===== src/rtl/referee_rr_if.sv =====
// referee_rr_if: source-FIFO and downstream-FIFO signals of the referee.
//
// Handshake: the referee raises pop for exactly one cycle when empty is low;
// the source FIFO presents the popped word on data_in in the cycle after the
// edge that sampled pop high. The referee raises push[i] (one-hot, one
// cycle) with data_out to write channel i, and only when almost_full[i] was
// low in the cycle that decided the push. There is no backpressure on push:
// almost_full must leave enough margin for a write already in flight.
//
// Signals:
//   empty       source FIFO empty                (to referee)
//   data_in     source FIFO read data            (to referee)
//   pop         source FIFO read strobe          (from referee)
//   almost_full per-channel almost-full          (to referee)
//   push        one-hot downstream write strobe  (from referee)
//   data_out    downstream write data            (from referee)
interface referee_rr_if #(
    parameter int NUM_CH = 4,
    parameter int DATA_W = 12
);
    logic              empty;
    logic [DATA_W-1:0] data_in;
    logic              pop;
    logic [NUM_CH-1:0] almost_full;
    logic [NUM_CH-1:0] push;
    logic [DATA_W-1:0] data_out;

    // master: the referee itself
    modport master (
        input  empty, data_in, almost_full,
        output pop, push, data_out
    );

    // slave: the FIFOs around the referee
    modport slave (
        output empty, data_in, almost_full,
        input  pop, push, data_out
    );
endinterface


===== src/rtl/referee_rr.sv =====
// referee_rr: pops words from one source FIFO and dispatches each word to one
// of NUM_CH downstream FIFOs, either round-robin (skipping almost-full
// channels) or by a class field carried in the word. Words whose class names
// no existing channel are discarded and counted.
//
// Ports:
//   clk         rising-edge clock
//   reset       synchronous, active-high
//   mode        0 = round-robin, 1 = class-routed; latched only while idle
//   bus         referee_rr_if.master (empty, data_in, pop, almost_full,
//               push, data_out)
//   busy        high whenever the FSM is not idle
//   drop        one-cycle pulse when a word is discarded
//   drop_cnt    saturating count of discarded words
//   state_dbg   current FSM state (IDLE=0, FETCH=1, CAPTURE=2, DISPATCH=3)
//   rr_ptr_dbg  round-robin pointer, zero-extended to 4 bits
//
// The interface instance must be built with the same NUM_CH and DATA_W as
// this module.
module referee_rr #(
    parameter int NUM_CH  = 4,
    parameter int DATA_W  = 12,
    parameter int CLS_LSB = 10,
    parameter int CNT_W   = 8
) (
    input  logic             clk,
    input  logic             reset,
    input  logic             mode,
    referee_rr_if.master     bus,
    output logic             busy,
    output logic             drop,
    output logic [CNT_W-1:0] drop_cnt,
    output logic [1:0]       state_dbg,
    output logic [3:0]       rr_ptr_dbg
);

    localparam int CH_W = (NUM_CH > 1) ? $clog2(NUM_CH) : 1;

    typedef enum logic [1:0] {
        IDLE     = 2'd0,
        FETCH    = 2'd1,
        CAPTURE  = 2'd2,
        DISPATCH = 2'd3
    } state_t;

    state_t            state;
    logic              mode_q;
    logic [CH_W-1:0]   rr_ptr;
    logic [DATA_W-1:0] hold;
    logic [CH_W-1:0]   cls;

    // Target selection, evaluated every cycle but only acted on in DISPATCH.
    logic              tgt_found;
    logic [CH_W-1:0]   tgt_idx;
    logic              cls_bad;
    logic [CH_W:0]     scan_idx;
    logic [NUM_CH-1:0] tgt_onehot;

    always_comb begin
        tgt_found  = 1'b0;
        tgt_idx    = '0;
        cls_bad    = 1'b0;
        scan_idx   = '0;
        tgt_onehot = '0;
        if (!mode_q) begin
            // Scan from the farthest candidate back to rr_ptr so the last
            // hit written is the first free channel at or after rr_ptr.
            for (int k = NUM_CH - 1; k >= 0; k--) begin
                scan_idx = {1'b0, rr_ptr} + (CH_W + 1)'(k);
                if (scan_idx >= (CH_W + 1)'(NUM_CH)) begin
                    scan_idx = scan_idx - (CH_W + 1)'(NUM_CH);
                end
                if (!bus.almost_full[scan_idx[CH_W-1:0]]) begin
                    tgt_found = 1'b1;
                    tgt_idx   = scan_idx[CH_W-1:0];
                end
            end
        end else begin
            // Class routing never skips: an almost-full class channel stalls.
            if ({1'b0, cls} >= (CH_W + 1)'(NUM_CH)) begin
                cls_bad = 1'b1;
            end else if (!bus.almost_full[cls]) begin
                tgt_found = 1'b1;
                tgt_idx   = cls;
            end
        end
        if (tgt_found) begin
            tgt_onehot[tgt_idx] = 1'b1;
        end
    end

    always_ff @(posedge clk) begin
        if (reset) begin
            state        <= IDLE;
            mode_q       <= 1'b0;
            rr_ptr       <= '0;
            hold         <= '0;
            cls          <= '0;
            bus.pop      <= 1'b0;
            bus.push     <= '0;
            bus.data_out <= '0;
            drop         <= 1'b0;
            drop_cnt     <= '0;
        end else begin
            // pop, push and drop are single-cycle pulses.
            bus.pop  <= 1'b0;
            bus.push <= '0;
            drop     <= 1'b0;
            case (state)
                IDLE: begin
                    mode_q <= mode;
                    if (!bus.empty) begin
                        bus.pop <= 1'b1;
                        state   <= FETCH;
                    end
                end
                FETCH: begin
                    state <= CAPTURE;
                end
                CAPTURE: begin
                    hold  <= bus.data_in;
                    cls   <= bus.data_in[CLS_LSB +: CH_W];
                    state <= DISPATCH;
                end
                DISPATCH: begin
                    // Without a target or a drop the word is simply held.
                    if (cls_bad || tgt_found) begin
                        if (cls_bad) begin
                            drop <= 1'b1;
                            if (drop_cnt != {CNT_W{1'b1}}) begin
                                drop_cnt <= drop_cnt + CNT_W'(1);
                            end
                        end else begin
                            bus.push     <= tgt_onehot;
                            bus.data_out <= hold;
                            if (!mode_q) begin
                                rr_ptr <= (tgt_idx == CH_W'(NUM_CH - 1)) ?
                                          '0 : tgt_idx + CH_W'(1);
                            end
                        end
                        if (!bus.empty) begin
                            bus.pop <= 1'b1;
                            state   <= FETCH;
                        end else begin
                            state <= IDLE;
                        end
                    end
                end
                default: state <= IDLE;
            endcase
        end
    end

    assign busy       = (state != IDLE);
    assign state_dbg  = state;
    assign rr_ptr_dbg = 4'(rr_ptr);

endmodule

===== src/flat_wrapper.sv =====
// flat-port wrapper written by rule: the top's interface ports become plain ports
module referee_rr_flat 
#(
    parameter int NUM_CH  = 4,
    parameter int DATA_W  = 12,
    parameter int CLS_LSB = 10,
    parameter int CNT_W   = 8
)
  (clk, reset, mode, busy, drop, drop_cnt, state_dbg, rr_ptr_dbg, bus_empty, bus_data_in, bus_almost_full, bus_pop, bus_push, bus_data_out);
  referee_rr_if #(.NUM_CH(NUM_CH), .DATA_W(DATA_W)) bus_i ();
  input  logic clk;
  input  logic reset;
  input  logic mode;
  output logic busy;
  output logic drop;
  output logic [CNT_W-1:0] drop_cnt;
  output logic [1:0] state_dbg;
  output logic [3:0] rr_ptr_dbg;
  input wire logic [$bits(bus_i.empty)-1:0] bus_empty;
  input wire logic [$bits(bus_i.data_in)-1:0] bus_data_in;
  input wire logic [$bits(bus_i.almost_full)-1:0] bus_almost_full;
  output wire logic [$bits(bus_i.pop)-1:0] bus_pop;
  output wire logic [$bits(bus_i.push)-1:0] bus_push;
  output wire logic [$bits(bus_i.data_out)-1:0] bus_data_out;
  assign bus_i.empty = bus_empty;
  assign bus_i.data_in = bus_data_in;
  assign bus_i.almost_full = bus_almost_full;
  assign bus_pop = bus_i.pop;
  assign bus_push = bus_i.push;
  assign bus_data_out = bus_i.data_out;
  referee_rr #(.NUM_CH(NUM_CH), .DATA_W(DATA_W), .CLS_LSB(CLS_LSB), .CNT_W(CNT_W)) u_core (.clk(clk), .reset(reset), .mode(mode), .bus(bus_i), .busy(busy), .drop(drop), .drop_cnt(drop_cnt), .state_dbg(state_dbg), .rr_ptr_dbg(rr_ptr_dbg));
endmodule

===== config.mk =====
export PLATFORM = sky130hd
export DESIGN_NAME = referee_rr_flat
export DESIGN_NICKNAME = d
export VERILOG_FILES = /design/src/rtl/referee_rr_if.sv /design/src/rtl/referee_rr.sv /design/src/flat_wrapper.sv
export SDC_FILE = /design/constraint.sdc
export NUM_CORES = 1
export LEC_CHECK = 0
export ABC_AREA = 1
export CORE_MARGIN = 2
export CORE_UTILIZATION = 40
export DETAILED_ROUTE_END_ITERATION = 8
export DONT_BUFFER_PORTS = 1
export GPL_TIMING_DRIVEN = 0
export SYNTH_ARGS = -nofsm -noshare
export SYNTH_HDL_FRONTEND = slang
export SYNTH_SLANG_ARGS = --single-unit

===== constraint.sdc =====
create_clock -name clk -period 3.63 [get_ports clk]
set_input_delay 0.726 -clock clk [delete_from_list [all_inputs] [get_ports clk]]
set_output_delay 0.726 -clock clk [all_outputs]
set_load 0.05 [all_outputs]

# [After elaboration in Yosys (flattened, before gate mapping)]
# Cells that the tools add are included.
[totals] reg_bits=36 in_bits=20 word_cells=83
[classes] addsub=8 n_lt_le_gt_ge=11 n_eq_ne=6 n_mux=40 bitwise_logic=3 n_reduce_logical=7
[ops] op="$mux 2" count=17
[ops] op="$lt 2x3->1 const B" count=6
[ops] op="$mux 1" count=15
[ops] op="$bmux 1 s2" count=5
[ops] op="$ge 3x3->1 const B" count=3
[ops] op="$pmux 2 s4" count=1
[ops] op="$sub 2x1->2 const B" count=4
[ops] op="$add 2x2->3 const B" count=2
[ops] op="$eq 2x2->1 const B" count=3
[ops] op="$reduce_and 2->1" count=2
[ops] op="$add 2x1->3 const B" count=1
[ops] op="$ge 2x3->1 const B" count=1
[ops] op="$not 1->1" count=3
[ops] op="$reduce_and 3->1" count=1
[ops] op="$reduce_or 3->1" count=1
[ops] op="$add 2x1->2 const B" count=1
[ops] op="$demux 1 s2" count=1
[ops] op="$eq 2x1->1 const B" count=1
[ops] op="$ge 2x1->1 const B" count=1
[ops] op="$logic_not 2->1" count=1
[ops] op="$ne 2x1->1 const B" count=1
[ops] op="$ne 2x2->1 const B" count=1
[ops] op="$pmux 1 s2" count=1
[ops] op="$reduce_bool 2->1" count=1
[ops] op="$logic_and 1x1->1" count=1

# [Longest topological paths before layout]
[depth] word_depth=15 depth_mapped=14

# [Least setup slack after synthesis]
# OpenSTA, ideal clock, no wires.
[synth_timing] kind="register to output" startpoint="reg u_core.state[0], in the netlist u_core.state_dbg[0]" endpoint="out busy" arrival_ns=1.427 required_ns=2.904 path_slack_ns=1.477 stages_incl_launch_ff=4 cell_sequence="dfxtp_1 > inv_1 > ha_1 > inv_1"
[synth_via] elab_chain_len=1
[synth_rtl] item="from (decl)" line_no="referee_rr.sv:46" text="state_t state;"
[synth_rtl] item="from (signal assigned)" line_no="referee_rr.sv:94" text="state <= IDLE;"
[synth_rtl] item="from (signal assigned)" line_no="referee_rr.sv:114" text="state <= FETCH;"
[synth_rtl] item="from (signal assigned)" line_no="referee_rr.sv:118" text="state <= CAPTURE;"
[synth_rtl] item="$reduce_bool 2->1" line_no="referee_rr.sv:154" text="assign busy = (state != IDLE);"
[synth_rtl] item="to (decl)" line_no="flat_wrapper.sv:14" text="output logic busy;"
# No other way between the ends.

# [Final worst setup path]
# Same ends and word-level chain as after synthesis.

==> summary.txt <==
status: finished, final reports clean
Comb power frac: 36.9%
overall global routing resource usage: 15.2%
Setup CP Type: register to output pin
worst hold path startpoint: u_core.hold[0]$_SDFFE_PP0N_
clk_lat worst skew: 0.29 ns
FF-to-FF setup slack: 1.15 ns
Pint: 0.772 mW
Sink Count: 34
Worst-Margin Slew: 0.739 ns
Crit path top cell by count: inv_1
first-pass GRT wire length: 6090 µm
Max Cap Viol: 0
post-synthesis compound-gate area fraction: 12.7%
Seq pwr share: 42.3%
leakage: 0.951 nW
Clock Pin Slew Worst Setup and Hold Paths: 0.07 ns
sw frac: 45.1%
Avg Inst Size Synth: 7.18 µm²
total power draw: 1.41 mW
number of flops mapped to enable cells by yosys: 0
mux cell area share after synthesis: 0%
Total Neg Setup Slack: 0 ns
Setup Viol. Count Final: 0
vias in the first global route: 1409
# nets final: 302
Async S/R FF share, synth: 0%
Die Wd: 71.9 µm
Num CTS Buffers: 5
peak supply drop: 0.458 mV
Setup Fix Bufs, Post-CTS: 0
family with the most delay on the worst path: flip-flops
Post-DRT Antenna Nets: 0
top_reg_cell synth: dfxtp_1
hold_buf cts: 0
Area Growth Syn to Fin: 10.7%
critical path peak fanout: 6
worst path bufs/invs: 2
pin count of the biggest net entering global routing: 12
# diodes: 0
Area contributors post-synth: dfxtp_1 37%, nand2_1 15%, nor2_1 6.3%, ha_1 5.4%, nand2_2 5.4%
clock network power share: 20.8%
Slowest cell on crit path: dfxtp_1
drt drc: 0
Core Util, Final: 46.6%
most common cell in the netlist: nand2_1
via count: 1516
hpwl dp: 2730 µm
f_max: 0.390 GHz
area share of the largest cell type after synthesis: 36.9%
post-synthesis xor/xnor area fraction: 0%
dominant cell type by area after synthesis: dfxtp_1
die area: 0.00517 mm²
CP Launch Type: register
unrepaired setup endpoints after global routing: no
worst r2r dst: u_core.rr_ptr[1]$_SDFFE_PP0P_
routability-driven placement congestion ratio: 0.851
hold crit path type: register to register
H-tree level count: 2
Chip Height: 71.9 µm
Final Hold Vio Count: 0
via-per-instance ratio: 4.64
Starting DRT DRC Count: 97
hold worst-path end: u_core.bus.data_out[0]$_SDFFE_PP0P_
simple-gate area share of the yosys netlist: 32.0%
CP peak stage delay: 0.67 ns
largest family of logic cells by synthesized area: simple AND/OR/NAND/NOR gates
Reg2Reg Depth: 14
Hold Crit Depth: 2
initial antenna violation count: 0
Cell variety after synth: 25
Routed WL: 3630 µm
Max Root-Sink Buffers: 2
#FFs+latches synth: 34
GRT Residual Overflow: 0
Final period util: 70.7%
CP Capture Type: output pin
Initial Utilization: 42.1%
sequential area share after synthesis: 36.9%
CORE AREA: 0.00438 mm²
Root Driver: clkbuf_8
Slew headroom: 50.7%
critical path cell sequence: inv_1 > ha_1 > inv_1
top post-synthesis cells by count: 73 x nand2_1, 34 x dfxtp_1, 31 x nor2_1
Setup Skew: 0.00502 ns
post-cts sizing count: 0
fillers: 460
Synth Area in Adders: 5.43%
RR Startpoint: u_core.rr_ptr[1]$_SDFFE_PP0P_
Pins Over Slew Limit: 0
share of cells above drive strength 1: 20.4%
Post-Syn Instances: 257
row count: 24
NetSw: 0.634 mW
num ports: 53
P per Cell Area: 689 mW/mm²
Routed WL per cell: 11.1 µm
CP arrival: 1.84 ns
CTS tree: built
number of port buffers: 0
Required @ worst endpoint: 2.90 ns
router iterations before antenna repair: 4
Final min period: 2.57 ns
Cell Area, Synth: 0.00184 mm²
YS warnings: 0
==> how the worst max path moves through the flow <==
stage | from | end | depth (start not counted)
4_1_cts | u_core.state_dbg[0]$_SDFFE_PP0P_ | busy | 3
2_1_floorplan | u_core.state_dbg[0]$_SDFFE_PP0P_ | busy | 3
5_1_grt | u_core.rr_ptr[1]$_SDFFE_PP0P_ | u_core.rr_ptr[1]$_SDFFE_PP0P_ | 14
3_5_place_dp | u_core.rr_ptr[1]$_SDFFE_PP0P_ | u_core.rr_ptr[1]$_SDFFE_PP0P_ | 14
6_report | u_core.state_dbg[0]$_SDFFE_PP0P_ | busy | 3
3_3_place_gp | u_core.rr_ptr[1]$_SDFFE_PP0P_ | u_core.rr_ptr[1]$_SDFFE_PP0P_ | 14
==> stage by stage <==
step                hold WS (ns)  cells  worst slack [ns]  cell area [µm²]
finish                     0.452    327              1.06             2040
global route               0.475    327             0.957             2040
CTS                        0.454    327              1.04             2040
detailed placement         0.443    319              1.20             1950
global placement           0.441    319              1.17             1950
floorplan                  0.430    267              1.48             1880
==> power by group through the flow <==
stage / logic [mW] / registers, mW / clock network [mW]
global route: 0.592 / 0.606 / 0.320
floorplan: 0.441 / 0.590 / 0
finish: 0.519 / 0.595 / 0.292
detailed placement: 0.519 / 0.605 / 0
CTS: 0.522 / 0.597 / 0.300
global placement: 0.515 / 0.605 / 0
==> state kept, by name (all words and copies together), names as in the netlist <==
register	count
u_core.state_dbg	2
u_core.bus.data_out	12
u_core.bus.pop	1
u_core.mode_q	1
u_core.rr_ptr	2
u_core.hold	11
u_core.cls	1
u_core.bus.push	4
==> layout make-up <==
type                            instances  area (µm²)  share of cell area, %
Sequential cell                        34         681                   33.3
Clock buffer                            6        82.6                   4.04
Multi-Input combinational cell        190         965                   47.2
Inverter                               25        96.3                   4.72
Clock inverter                          2        12.5                  0.613
Buffer                                 18         140                   6.86
Tap cell                               52        65.1                   3.19
==> cell usage in the layout (no fill, tap or decap), drive strengths merged, types with 8 or more instances in the layout <==
cell type  netlist  layout
nand3            9       9
conb             1      11
dfxtp           34      34
nand2           91      91
ha               8       8
clkbuf           4      10
buf             14      14
nor2            32      32
o21ai           15      15
a21oi           20      20
inv             25      25
==> routing by layer <==
metal	vias up	track usage, %	wire length, µm
li1	813	-	-
met1	650	18.0	1640
met2	48	24.1	1590
met3	5	7.08	347
met4	0	5.66	57
met5	-	0	0
==> worst reg2reg max path, delay by kind of cell (launching register included) <==
kind	cells	cell delay [ns]
flops	1	0.77
simple gates	9	0.75
buf+inv	2	0.35
fa+ha+maj	1	0.29
compound gates	2	0.22
==> logic make-up after synthesis <==
kind of cell / count (synthesis)
AO/OA/AOI/OAI: 38
adder cells (fa/ha/maj): 8
AND/OR/NAND/NOR: 133
other: 1
flip-flops: 34
buffers and inverters: 43
Note: power is estimated with default switching activity, not from simulation.
